`config.mk`:
```
export PLATFORM = sky130hd
export DESIGN_NAME = ssd_scan_scheduler
export DESIGN_NICKNAME = d
export VERILOG_FILES = /design/src/rtl/ssd_pkg.sv /design/src/rtl/bin2bcd_seq.sv /design/src/rtl/ssd_scan_scheduler.sv
export SDC_FILE = /design/constraint.sdc
export NUM_CORES = 1
export LEC_CHECK = 0
export CAP_MARGIN = 30
export CORE_MARGIN = 2
export CORE_UTILIZATION = 40
export CTS_BUF_LIST = sky130_fd_sc_hd__clkbuf_8
export DETAILED_ROUTE_END_ITERATION = 16
export PLACE_DENSITY = 0.61
export SYNTH_ARGS = -nofsm -noshare
export SYNTH_HDL_FRONTEND = slang
export SYNTH_SLANG_ARGS = --single-unit
```
`constraint.sdc`:
```
create_clock -name clk -period 3.8 [get_ports clk]
set_clock_uncertainty 0.1 [all_clocks]
set_input_delay 0.76 -clock clk [delete_from_list [all_inputs] [get_ports clk]]
set_output_delay 0.76 -clock clk [all_outputs]
set_load 0.005 [all_outputs]
```
`src/rtl/ssd_pkg.sv`:
```
// Shared constants for the seven-segment scan scheduler: FSM states, segment patterns,
// digit positions, saturation values and the double-dabble step.
package ssd_pkg;

  localparam logic [2:0] ST_IDLE       = 3'd0;
  localparam logic [2:0] ST_CONV_SCORE = 3'd1;
  localparam logic [2:0] ST_CONV_POWER = 3'd2;
  localparam logic [2:0] ST_CONV_ANGLE = 3'd3;
  localparam logic [2:0] ST_COMMIT     = 3'd4;

  // Active-low segments {a,b,c,d,e,f,g}
  localparam logic [6:0] SEG_BLANK = 7'b1111111;
  localparam logic [6:0] SEG_ZERO  = 7'b0000001;

  localparam int SCORE_MSD_IDX = 0;
  localparam int SCORE_LSD_IDX = 3;
  localparam int POWER_MSD_IDX = 4;
  localparam int POWER_LSD_IDX = 5;
  localparam int ANGLE_MSD_IDX = 6;
  localparam int ANGLE_LSD_IDX = 7;

  // Saturation limits 9999 and 99, held directly in BCD form
  localparam logic [15:0] SCORE_SAT_BCD = 16'h9999;
  localparam logic [7:0]  FIELD_SAT_BCD = 8'h99;

  function automatic logic [6:0] seg_decode(input logic [3:0] digit);
    case (digit)
      4'd0:    return 7'b0000001;
      4'd1:    return 7'b1001111;
      4'd2:    return 7'b0010010;
      4'd3:    return 7'b0000110;
      4'd4:    return 7'b1001100;
      4'd5:    return 7'b0100100;
      4'd6:    return 7'b0100000;
      4'd7:    return 7'b0001111;
      4'd8:    return 7'b0000000;
      4'd9:    return 7'b0000100;
      default: return SEG_ZERO;
    endcase
  endfunction

  // One double-dabble iteration: add 3 to every digit >= 5, then shift in the next binary bit
  function automatic logic [19:0] dd_step(input logic [19:0] bcd, input logic bit_in);
    logic [19:0] adj;
    adj = bcd;
    for (int i = 0; i < 5; i++) begin
      if (adj[4*i +: 4] >= 4'd5) adj[4*i +: 4] = adj[4*i +: 4] + 4'd3;
    end
    return {adj[18:0], bit_in};
  endfunction

  // A nonzero ten-thousands digit means the value exceeds 9999
  function automatic logic [15:0] sat_score_bcd(input logic [19:0] bcd);
    return (bcd[19:16] != 4'd0) ? SCORE_SAT_BCD : bcd[15:0];
  endfunction

  // Any nonzero digit above tens means the value exceeds 99
  function automatic logic [7:0] sat_field_bcd(input logic [19:0] bcd);
    return (bcd[19:8] != 12'd0) ? FIELD_SAT_BCD : bcd[7:0];
  endfunction

endpackage

```
`src/rtl/bin2bcd_seq.sv`:
```
// Sequential 16-bit to 5-digit BCD converter; done pulses 16 cycles after start.
module bin2bcd_seq
  import ssd_pkg::*;
(
  input  logic        clk,
  input  logic        rst_n,
  input  logic        start,
  input  logic [15:0] bin,
  output logic        done,
  output logic [19:0] bcd
);

  logic [15:0] shreg;
  logic [3:0]  steps_left;

  // The first iteration happens on the start edge, the remaining 15 on the following edges
  always_ff @(posedge clk or negedge rst_n) begin
    if (!rst_n) begin
      shreg      <= '0;
      steps_left <= '0;
      bcd        <= '0;
      done       <= 1'b0;
    end else begin
      done <= 1'b0;
      if (start) begin
        bcd        <= dd_step(20'd0, bin[15]);
        shreg      <= {bin[14:0], 1'b0};
        steps_left <= 4'd15;
      end else if (steps_left != 4'd0) begin
        bcd        <= dd_step(bcd, shreg[15]);
        shreg      <= {shreg[14:0], 1'b0};
        steps_left <= steps_left - 4'd1;
        done       <= (steps_left == 4'd1);
      end
    end
  end

endmodule

```
`src/rtl/ssd_scan_scheduler.sv`:
```
// 8-digit seven-segment scan scheduler with a shared BCD converter and atomic bank commit.
// Leading-zero blanking is enabled by defining SSD_LZ_BLANK_EN.
//  state      | meaning
//  IDLE       | display scanning, waiting for load or frame wrap
//  CONV_SCORE | converting sampled score
//  CONV_POWER | converting sampled power
//  CONV_ANGLE | converting sampled angle
//  COMMIT     | copy staged digits into the display bank
module ssd_scan_scheduler
  import ssd_pkg::*;
#(
  parameter int REFRESH_BITS = 18
) (
  input  logic        clk,
  input  logic        rst_n,
  input  logic [15:0] score_in,
  input  logic [7:0]  power_in,
  input  logic [7:0]  angle_in,
  input  logic        load,
  output logic        busy,
  output logic [7:0]  anode,
  output logic [6:0]  ssd_out
);

  localparam int CNT_W = REFRESH_BITS + 3;

  logic [CNT_W-1:0] scan_cnt;
  logic [2:0]       scan_idx;
  logic             frame_wrap;
  logic             start_req;
  logic [2:0]       state;
  logic             conv_first;
  logic             conv_done;
  logic [15:0]      conv_bin;
  logic [19:0]      conv_bcd;
  logic [15:0]      samp_score;
  logic [7:0]       samp_power;
  logic [7:0]       samp_angle;
  logic [15:0]      stage_score;
  logic [7:0]       stage_power;
  logic [7:0]       stage_angle;
  logic [31:0]      bank;
  logic [3:0]       digits [8];
  logic [3:0]       cur_digit;

  always_ff @(posedge clk or negedge rst_n) begin
    if (!rst_n) scan_cnt <= '0;
    else        scan_cnt <= scan_cnt + CNT_W'(1);
  end

  assign scan_idx   = scan_cnt[CNT_W-1 -: 3];
  assign frame_wrap = &scan_cnt;
  assign start_req  = (state == ST_IDLE) && (load || frame_wrap);
  assign busy       = (state != ST_IDLE);

  always_comb begin
    case (state)
      ST_CONV_SCORE: conv_bin = samp_score;
      ST_CONV_POWER: conv_bin = {8'h00, samp_power};
      ST_CONV_ANGLE: conv_bin = {8'h00, samp_angle};
      default:       conv_bin = 16'h0000;
    endcase
  end

  bin2bcd_seq u_bin2bcd (
    .clk   (clk),
    .rst_n (rst_n),
    .start (conv_first),
    .bin   (conv_bin),
    .done  (conv_done),
    .bcd   (conv_bcd)
  );

  always_ff @(posedge clk or negedge rst_n) begin
    if (!rst_n) begin
      state       <= ST_IDLE;
      conv_first  <= 1'b0;
      samp_score  <= '0;
      samp_power  <= '0;
      samp_angle  <= '0;
      stage_score <= '0;
      stage_power <= '0;
      stage_angle <= '0;
      bank        <= '0;
    end else begin
      conv_first <= 1'b0;
      case (state)
        ST_IDLE: begin
          if (start_req) begin
            samp_score <= score_in;
            samp_power <= power_in;
            samp_angle <= angle_in;
            state      <= ST_CONV_SCORE;
            conv_first <= 1'b1;
          end
        end
        ST_CONV_SCORE: begin
          if (conv_done) begin
            stage_score <= sat_score_bcd(conv_bcd);
            state       <= ST_CONV_POWER;
            conv_first  <= 1'b1;
          end
        end
        ST_CONV_POWER: begin
          if (conv_done) begin
            stage_power <= sat_field_bcd(conv_bcd);
            state       <= ST_CONV_ANGLE;
            conv_first  <= 1'b1;
          end
        end
        ST_CONV_ANGLE: begin
          if (conv_done) begin
            stage_angle <= sat_field_bcd(conv_bcd);
            state       <= ST_COMMIT;
          end
        end
        ST_COMMIT: begin
          bank  <= {stage_score, stage_power, stage_angle};
          state <= ST_IDLE;
        end
        default: state <= ST_IDLE;
      endcase
    end
  end

  // Digit 0 (score thousands) sits in the top nibble of the bank
  always_comb begin
    for (int i = 0; i < 8; i++) digits[i] = bank[31-4*i -: 4];
  end

  assign cur_digit = digits[scan_idx];
  assign anode     = ~(8'h80 >> scan_idx);

`ifdef SSD_LZ_BLANK_EN
  logic [7:0] blank;

  // A digit blanks only while it and everything above it in its field is zero; units never blank
  always_comb begin
    blank                  = 8'h00;
    blank[SCORE_MSD_IDX]   = (digits[SCORE_MSD_IDX] == 4'd0);
    blank[SCORE_MSD_IDX+1] = blank[SCORE_MSD_IDX] && (digits[SCORE_MSD_IDX+1] == 4'd0);
    blank[SCORE_MSD_IDX+2] = blank[SCORE_MSD_IDX+1] && (digits[SCORE_MSD_IDX+2] == 4'd0);
    blank[POWER_MSD_IDX]   = (digits[POWER_MSD_IDX] == 4'd0);
    blank[ANGLE_MSD_IDX]   = (digits[ANGLE_MSD_IDX] == 4'd0);
    blank[SCORE_LSD_IDX]   = 1'b0;
    blank[POWER_LSD_IDX]   = 1'b0;
    blank[ANGLE_LSD_IDX]   = 1'b0;
  end

  assign ssd_out = blank[scan_idx] ? SEG_BLANK : seg_decode(cur_digit);
`else
  assign ssd_out = seg_decode(cur_digit);
`endif

endmodule

```
# After elaboration in Yosys (flattened, before gate mapping)
# Memory sizes are Yosys's and may differ from the RTL's.
# Cells that the tools add are included.
[word_totals]
input_bits = 35
memories = 1
mem_bits_ro = 112
ff_bits = 162
[mem_list]
columns = ["memory", "words", "word_bits", "rd", "rd_clocked_by_memory_dff", "wr", "line", "rtl"]
rows = [
  ["(name not given)", 16, 7, 1, 0, 0, "ssd_pkg.sv:27", "case (digit)"],
]
[classes]
add_sub_neg = 7
n_mux = 27
n_shift = 1
n_reduce_logical = 15
eq_ne = 9
bitwise_logic = 2
order_cmp = 6
[ops]
columns = ["operator", "n"]
rows = [
  ["two-way mux 16 bit", 3],
  ["case mux 16 bit (3 select lines)", 1],
  ["two-way mux 20 bit", 2],
  ["two-way mux 4 bit", 8],
  ["adder 21 x 1 -> 21 bit (second input constant)", 1],
  ["AND reduction 21 bit", 1],
  ["greater-or-equal comparator 4 x 3 -> 1 bit (second input constant)", 5],
  ["adder 4 x 2 -> 4 bit (second input constant)", 4],
  ["two-way mux 3 bit", 5],
  ["binary-select mux 4 bit (select 3 bit)", 1],
  ["case mux 3 bit (4 select lines)", 1],
  ["nonzero test 12 bit", 1],
  ["two-way mux 8 bit", 1],
  ["NOT 8 bit", 1],
  ["AND reduction 2 bit", 4],
  ["nonzero test 4 bit", 2],
  [">> shifter 8 x 3 -> 8 bit (first input constant)", 1],
  ["equality test 3 x 2 -> 1 bit (second input constant)", 2],
  ["!= test 2 x 1 -> 1 bit (second input constant)", 3],
  ["equality test 4 x 1 -> 1 bit (second input constant)", 1],
  ["greater-or-equal comparator 4 bit (second input constant)", 1],
  ["two-way mux 1 bit", 4],
  ["NOT 3 -> 4 bit", 1],
  ["AND reduction 4 bit", 1],
  ["12 further kinds", 12],
]

# Depth between registers and ports, before layout
# Gate-level depths: netlist (run 1).
[depth]
ltp_word = 5
mapped_depth = 10
depth_no_buf = 8

# By module
# From an unflattened synthesis (run 1), not the netlist that was laid out.
[hier_totals]
cells_unflattened = 676
hier_area_um2 = 7912.6
[by_module_without_submodules]
columns = ["mod", "seq_area_each_um2", "cells_per_inst", "n_inst", "area_per_inst_um2"]
rows = [
  ["ssd_scan_scheduler", 3027.9, 427, 1, 5570.3],
  ["bin2bcd_seq", 1001.0, 249, 1, 2342.2],
]

# Least setup slack after synthesis (run 1)
# OpenSTA, ideal clock, no wires.
[synth_timing]
path_kind = "register to output"
from = "register scan_cnt[19]"
to = "output port ssd_out[3]"
t_arrival_ns = 2.052
path_stages_with_launch = 9
path_buffers = 2
path_slack_ns = 0.888
path_cell_list = "dfrtp_1 > buf_2 > buf_2 > nor3_1 > a21oi_1 > o221ai_1 > ha_1 > or2_2 > a21oi_1"
[synth_via]
elab_chain_cells = 5
[synth_lines]
columns = ["item", "line", "rtl"]
rows = [
  ["start, declared", "ssd_scan_scheduler.sv:27", "logic [CNT_W-1:0] scan_cnt;"],
  ["start signal, assigned", "ssd_scan_scheduler.sv:48", "else scan_cnt <= scan_cnt + CNT_W'(1);"],
  ["NOT 3 -> 4 bit (implied by the code)", "ssd_scan_scheduler.sv:131", "assign cur_digit = digits[scan_idx];"],
  ["binary-select mux 4 bit (select 3 bit)", "ssd_scan_scheduler.sv:131", ""],
  ["two-way mux 4 bit (implied by the code) (2 in series)", "ssd_scan_scheduler.sv:131", ""],
  ["memory (16 x 7 bit)", "n/a", ""],
  ["end, declared", "ssd_scan_scheduler.sv:22", "output logic [6:0] ssd_out"],
]
# Every way passes these cells. The select of a mux whose other input is x is not followed.

# Worst setup path after layout (run 1)
[layout_timing]
from = "register scan_cnt[18]"
to = "output port ssd_out[6]"
# The elaborated chain is that of the path after synthesis.

==> results.tsv, run 1 <==
stage	metric	value	unit
clocking	TritonCTS buffer count	17	
place	pre-CTS WS	0.254	ns
clocking	clk sink count	161	
detailed_routing	First DRT Iteration DRCs	388	
clocking	clk slew on worst S/H paths	0.10	ns
place	port bufs	50	
detailed_routing	DRC	0	
cells_and_area	net count of the finished layout	753	
die	Starting Density	40.5	%
global_routing	Congestion Overflow GR	0	
worst_setup_path	CP Cell Sequence	buf_4 > buf_4 > mux4_2 > mux2i_2 > buf_4 > nand2_1 > a21oi_1 > clkdlybuf4s50_1	
timing	Fmax	279	MHz
pwr	worst vdd ir	0.324	mV
synthesis	Synth cell types	54	
global_routing	largest net degree at the start of global routing	85	
detailed_routing	vias	4936	
cells_and_area	Layout area overhead	17.2	%
pwr	power per cell area	637	nW/um^2
synthesis	YS warnings	0	
worst_setup_path	arrival time at the worst endpoint	2.72	ns
synthesis	Synth area leader	dfrtp_1	
synthesis	post-synthesis net count	697	
worst_setup_path	R2R setup slack	1.09	ns
clocking	clock buffer depth	2	
timing	Setup WS post-layout	0.217	ns
synthesis	Synth async-reset ratio	100	%
worst_setup_path	Required @ worst endpoint	2.94	ns
worst_setup_path	Reg-to-Reg End	samp_power[5]$_DFFE_PN0P_	
synthesis	Cell Area, Synth	7520	sq um
detailed_routing	Pre-antenna DRT Iters	4	
cells_and_area	layout cell share with drive strength beyond 1	21.7	%
worst_setup_path	slowest stage delay, CP	0.51	ns
global_routing	initial antenna violation count	0	
min_path	min-delay worst type	in2async	
synthesis	top-count cell post-synth	dfrtp_1	
worst_setup_path	Crit. End Element	primary output	
detailed_routing	Post-Route WL	15400	microns
worst_setup_path	CP dominant cell by count	buf_4	
die	Die Wd	141	microns
worst_setup_path	CP max FO	9	
timing	Worst Tran Pin Value	0.722	ns
global_routing	first-pass GRT wire length	26200	microns
place	Detailed Place HPWL	10700	microns
timing	fin crit period	3.58	ns
global_routing	vias in the first global route	5219	
clocking	clk root buf	clkbuf_8	
timing	Slew Limit Fails	0	
pwr	LEAKAGE	0.00402	uW
synthesis	ys flop type	dfrtp_1	
worst_setup_path	WP buf/inv	4	
clocking	CTS tree	done	
synthesis	syn avg cell area	11.7	sq um
worst_setup_path	reg2reg start	scan_cnt[0]$_DFF_PN0_	
synthesis	synth cell count leaders	dfrtp_1, nand2_1, o21ai_0	
cells_and_area	FILL cells	1673	
synthesis	number of flops mapped to enable cells by yosys	0	
timing	Period Utilization, post-route	94.3	%
clocking	H-tree levels	4	
die	Ports	51	
status	status	finished clean	
timing	TNS Setup	0	ns
detailed_routing	Post-DRT Antenna Nets	0	
synthesis	Seq/Total Area, Yosys	53.6	%
synthesis	FF+latch count, synth	161	
timing	RSZ-0062 raised after global routing	no	
die	die area	19900	sq um
worst_setup_path	CP max-delay cell	clkdlybuf4s50_1	
run	Max-Cap Viols	0	
clocking	Clk Latency, worst-skew pair	0.46	ns
worst_setup_path	critical path class	reg2out	
detailed_routing	vias per inst	5.22	
die	FP Rows	50	
die	core footprint	18600	sq um
worst_setup_path	family with the most delay on the worst path	buffers and inverters	
detailed_routing	per-cell routed wire length	16.3	microns
timing	Slew HR	51.9	%
worst_setup_path	worst reg2reg path depth	7	
timing	Final Hold Fails	0	
synthesis	Synth top area share	53.6	%
synthesis	Mapped Cells	642	
timing	final setup fails	0	
place	Final GP Congestion	0.825	
worst_setup_path	CP startpoint kind	register	
synthesis	synth top area cells	dfrtp_1, mux2_2, mux2_4	
die	Die Y	141	microns
cells_and_area	number of diodes	0	
global_routing	GRT Overall Usage	16.5	%
[through the flow]
step	hold WS [ns]	std cells	total power [uW]	area [sq um]	utilization, %
2_1_floorplan	0.342	642	3830	7520	-
3_3_place_gp	0.358	904	4220	8240	44.3
3_5_place_dp	0.372	905	4350	8250	44.4
4_1_cts	0.219	942	5640	8730	47.0
5_1_grt	0.236	945	6030	8810	47.4
6_report	0.214	945	5620	8810	47.4
[report_power, final]
group          leakage, uW  switching [uW]  internal, uW
sequential         0.00208             430          2210
clock             0.000202             676           602
combinational      0.00173             783           912
total              0.00402            1890          3730
[area by class of cell]
cell class / count / area, sq um / area share [%]
Clock inverter: 15 / 169 / 1.92
Clock buffer: 17 / 234 / 2.66
Tap cell: 234 / 293 / 3.32
Timing Repair Buffer: 69 / 701 / 7.95
Multi-Input combinational cell: 426 / 3300 / 37.4
Inverter: 23 / 86.3 / 0.980
Sequential cell: 161 / 4030 / 45.8
[state kept, by name, indices dropped and copies added, names as in the netlist]
signal	flops
stage_score	16
u_bin2bcd.done	1
u_bin2bcd.bcd	20
stage_power	8
stage_angle	8
conv_first	1
scan_cnt	21
samp_angle	8
u_bin2bcd.shreg	15
samp_power	8
state	3
samp_score	16
bank	32
u_bin2bcd.steps_left	4
[cell families after synthesis]
group,count (synthesis),synth area share [%]
AO/OA/AOI/OAI,126,10.7
XOR/XNOR,25,2.91
adder cells (fa/ha/maj),20,3.33
buffers and inverters,55,3.54
flip-flops,161,53.6
multiplexers,86,14.5
AND/OR/NAND/NOR,169,11.4
[metal layers]
layer	wire length, microns	vias up	global-route usage (%)
met3	494	8	4.21
met4	118	0	4.74
met1	7300	2466	22.1
li1	-	2378	-
met2	7520	84	26.7
met5	0	-	0
[timing repair]
| item | 4_1_cts | 5_1_grt |
|---|---|---|
| gates resized for setup | 8 | 9 |
| buffers inserted | 5 | 2 |
| pin swaps | 1 | 3 |
| hold buffers | 0 | 0 |
| endpoints found under the setup margin | 3 | 3 |
[worst max path at each step]
| stage | start | to | slack, ns | cells after the start |
|---|---|---|---|---|
| global placement | scan_cnt[19]$_DFF_PN0_ | ssd_out[3] | 0.39 | 7 |
| finish | scan_cnt[18]$_DFF_PN0_ | ssd_out[6] | 0.22 | 8 |
| CTS | scan_cnt[19]$_DFF_PN0_ | ssd_out[3] | 0.01 | 8 |
| floorplan | scan_cnt[19]$_DFF_PN0_ | ssd_out[3] | 0.89 | 8 |
| global route | scan_cnt[19]$_DFF_PN0_ | ssd_out[5] | 0.02 | 7 |
| detailed placement | scan_cnt[19]$_DFF_PN0_ | ssd_out[3] | 0.25 | 7 |
[cell usage in the layout, fill, tap and decap left out, drive strengths merged, types with 20 or more instances in the layout]
cell type	Yosys	layout
a21oi	22	22
o21ai	47	47
nand2	59	59
clkdlybuf4s50	0	46
dfrtp	161	161
inv	22	29
buf	7	20
mux2	75	75
ha	20	20
nor2	32	32
Note: power is estimated with default switching activity, not from simulation.
==> run 2, diff against run 1 <==
Settings changed: CELL_PAD_IN_SITES_DETAIL_PLACEMENT set to 1, CELL_PAD_IN_SITES_GLOBAL_PLACEMENT set to 1, PLACE_DENSITY 0.61 to 0.71.
==> run 2 against run 1 <==
Compared with the run above: total power about the same; sequential cell count unchanged; fmax is 2.2% lower; design area fell by 0.18%; largest cell class unchanged; sequential power about the same; combinational power up 4%; clock-buffer cell count grew 5; global-route usage up 2.4 points; clock power decreased by 6%; utilization decreased by 0.087 points.
==> results.tsv, run 2 (synthesis gave the netlist of run 1 again) <==
stage	metric	value	unit
clocking	H-tree levels	4	
timing	Final Hold Fails	0	
worst_setup_path	slowest stage delay, CP	0.46	ns
die	Die Y	141	microns
timing	Worst Tran Pin Value	0.685	ns
worst_setup_path	CP Cell Sequence	buf_4 > mux2_2 > o221ai_4 > inv_1 > ha_1 > nor2b_2 > a211oi_2 > a31oi_1 > clkdlybuf4s50_1	
cells_and_area	layout cell share with drive strength beyond 1	21.9	%
cells_and_area	Non-Filler Instances	947	
clocking	clock buffer depth	2	
worst_setup_path	worst reg2reg path depth	7	
die	FP Rows	50	
cells_and_area	Largest regs	bank (32), scan_cnt (21), u_bin2bcd.bcd (20)	
cells_and_area	Layout area overhead	16.9	%
pwr	worst vdd ir	0.284	mV
clocking	TritonCTS buffer count	17	
place	Placed Cells	908	
timing	RSZ-0062 raised after global routing	yes	
clocking	clk slew on worst S/H paths	0.09	ns
detailed_routing	per-cell routed wire length	18.6	microns
detailed_routing	vias	5138	
cells_and_area	Util after Layout	47.3	%
timing	Slew Limit Fails	0	
timing	Slew HR	54.2	%
worst_setup_path	critical path class	reg2out	
detailed_routing	DRC	0	
detailed_routing	Post-DRT Antenna Nets	0	
detailed_routing	Post-Route WL	17600	microns
worst_setup_path	CP startpoint kind	register	
worst_setup_path	CP max-delay cell	clkdlybuf4s50_1	
clocking	Clk Latency, worst-skew pair	0.46	ns
cells_and_area	number of diodes	0	
detailed_routing	vias per inst	5.43	
pwr	LEAKAGE	0.00401	uW
die	Die Wd	141	microns
clocking	clk sink count	161	
worst_setup_path	CP max FO	7	
run	Max-Cap Viols	0	
cells_and_area	Top reg by flops	bank	
worst_setup_path	arrival time at the worst endpoint	2.80	ns
global_routing	Congestion Overflow GR	0	
global_routing	first-pass GRT wire length	29800	microns
place	post-placement cell area	8280	sq um
worst_setup_path	WP buf/inv	3	
timing	Period Utilization, post-route	96.4	%
timing	Fmax	273	MHz
cells_and_area	net count of the finished layout	755	
cells_and_area	design area	8790	sq um
die	Starting Density	40.5	%
detailed_routing	First DRT Iteration DRCs	177	
min_path	min-delay worst type	in2async	
global_routing	largest net degree at the start of global routing	54	
die	core footprint	18600	sq um
cells_and_area	most common cell after layout, fill and taps aside	dfrtp_1	
worst_setup_path	R2R setup slack	0.86	ns
timing	TNS Setup	0	ns
global_routing	initial antenna violation count	0	
worst_setup_path	Required @ worst endpoint	2.94	ns
die	die area	19900	sq um
timing	fin crit period	3.66	ns
die	Ports	51	
pwr	power per cell area	639	nW/um^2
worst_setup_path	Crit. End Element	primary output	
place	Final GP Congestion	0.803	
cells_and_area	most frequent cells in the layout	dfrtp_1, nand2_1, o21ai_0, clkdlybuf4s50_1, mux2_2	
global_routing	GRT Overall Usage	18.9	%
pwr	Pwr Total	5620	uW
clocking	clk root buf	clkbuf_8	
worst_setup_path	family with the most delay on the worst path	buffers and inverters	
global_routing	vias in the first global route	5681	
worst_setup_path	reg2reg start	scan_cnt[0]$_DFF_PN0_	
place	port bufs	50	
place	Detailed Place HPWL	12600	microns
detailed_routing	Pre-antenna DRT Iters	4	
cells_and_area	max reg flops	32	
status	status	finished clean	
worst_setup_path	Reg-to-Reg End	samp_power[3]$_DFFE_PN0P_	
clocking	CTS tree	done	
timing	final setup fails	0	
-- run 2: cell types whose count changed in the layout (fill, tap and decap cells not counted), sizes merged, moves of 2 or more --
cell and delta:
buf +2, bufinv -2, clkinvlp +2, clkbuf +5, inv -4
-- run 2: layer usage --
| metal | GRT usage (%) | vias up | part of all wire, % |
|---|---|---|---|
| met5 | 0 | - | 0 |
| met3 | 3.53 | 25 | 2.4 |
| li1 | - | 2387 | - |
| met4 | 6.47 | 0 | 1.7 |
| met2 | 32.1 | 63 | 50 |
| met1 | 24.4 | 2663 | 46 |
-- run 2: worst max path at each step --
| stage | startpoint | end | cells past startpoint | slack [ns] |
|---|---|---|---|---|
| after floorplan | scan_cnt[19]$_DFF_PN0_ | ssd_out[3] | 8 | 0.89 |
| after global placement | scan_cnt[19]$_DFF_PN0_ | ssd_out[3] | 8 | 0.33 |
| after detailed placement | scan_cnt[19]$_DFF_PN0_ | ssd_out[3] | 8 | 0.1 |
| after CTS | scan_cnt[18]$_DFF_PN0_ | ssd_out[3] | 8 | 0.009 |
| after global routing | scan_cnt[18]$_DFF_PN0_ | ssd_out[0] | 10 | -0.02 |
| final | scan_cnt[19]$_DFF_PN0_ | ssd_out[0] | 9 | 0.14 |
-- run 2: what timing repair did --
item | in CTS | in global routing
gates resized for setup | 11 | 8
pin swaps | 4 | 1
endpoints found under the setup margin | 6 | 4
hold endpoints to repair | 0 | 0
gates cloned | 0 | 0
hold buffers | 0 | 0
setup buffers | 5 | 2
-- run 2: cell type report --
| cell class | count | area [sq um] |
|---|---|---|
| Fill cell | 1956 | 9790 |
| Sequential cell | 161 | 4030 |
| Multi-Input combinational cell | 426 | 3290 |
| Timing Repair Buffer | 71 | 708 |
| Clock buffer | 22 | 303 |
| Tap cell | 234 | 293 |
| Inverter | 23 | 86.3 |
| Clock inverter | 10 | 77.6 |
-- run 2: power breakdown --
part           internal [uW]  switching [uW]
sequential              2210             449
clock                    544             656
combinational            913             840
-- run 2: through the flow --
step	hold slack [ns]	worst slack (ns)
after floorplan	0.342	0.888
after global placement	0.362	0.330
after detailed placement	0.373	0.0978
after CTS	0.123	0.00863
after global routing	0.135	-0.0234
final	0.127	0.135
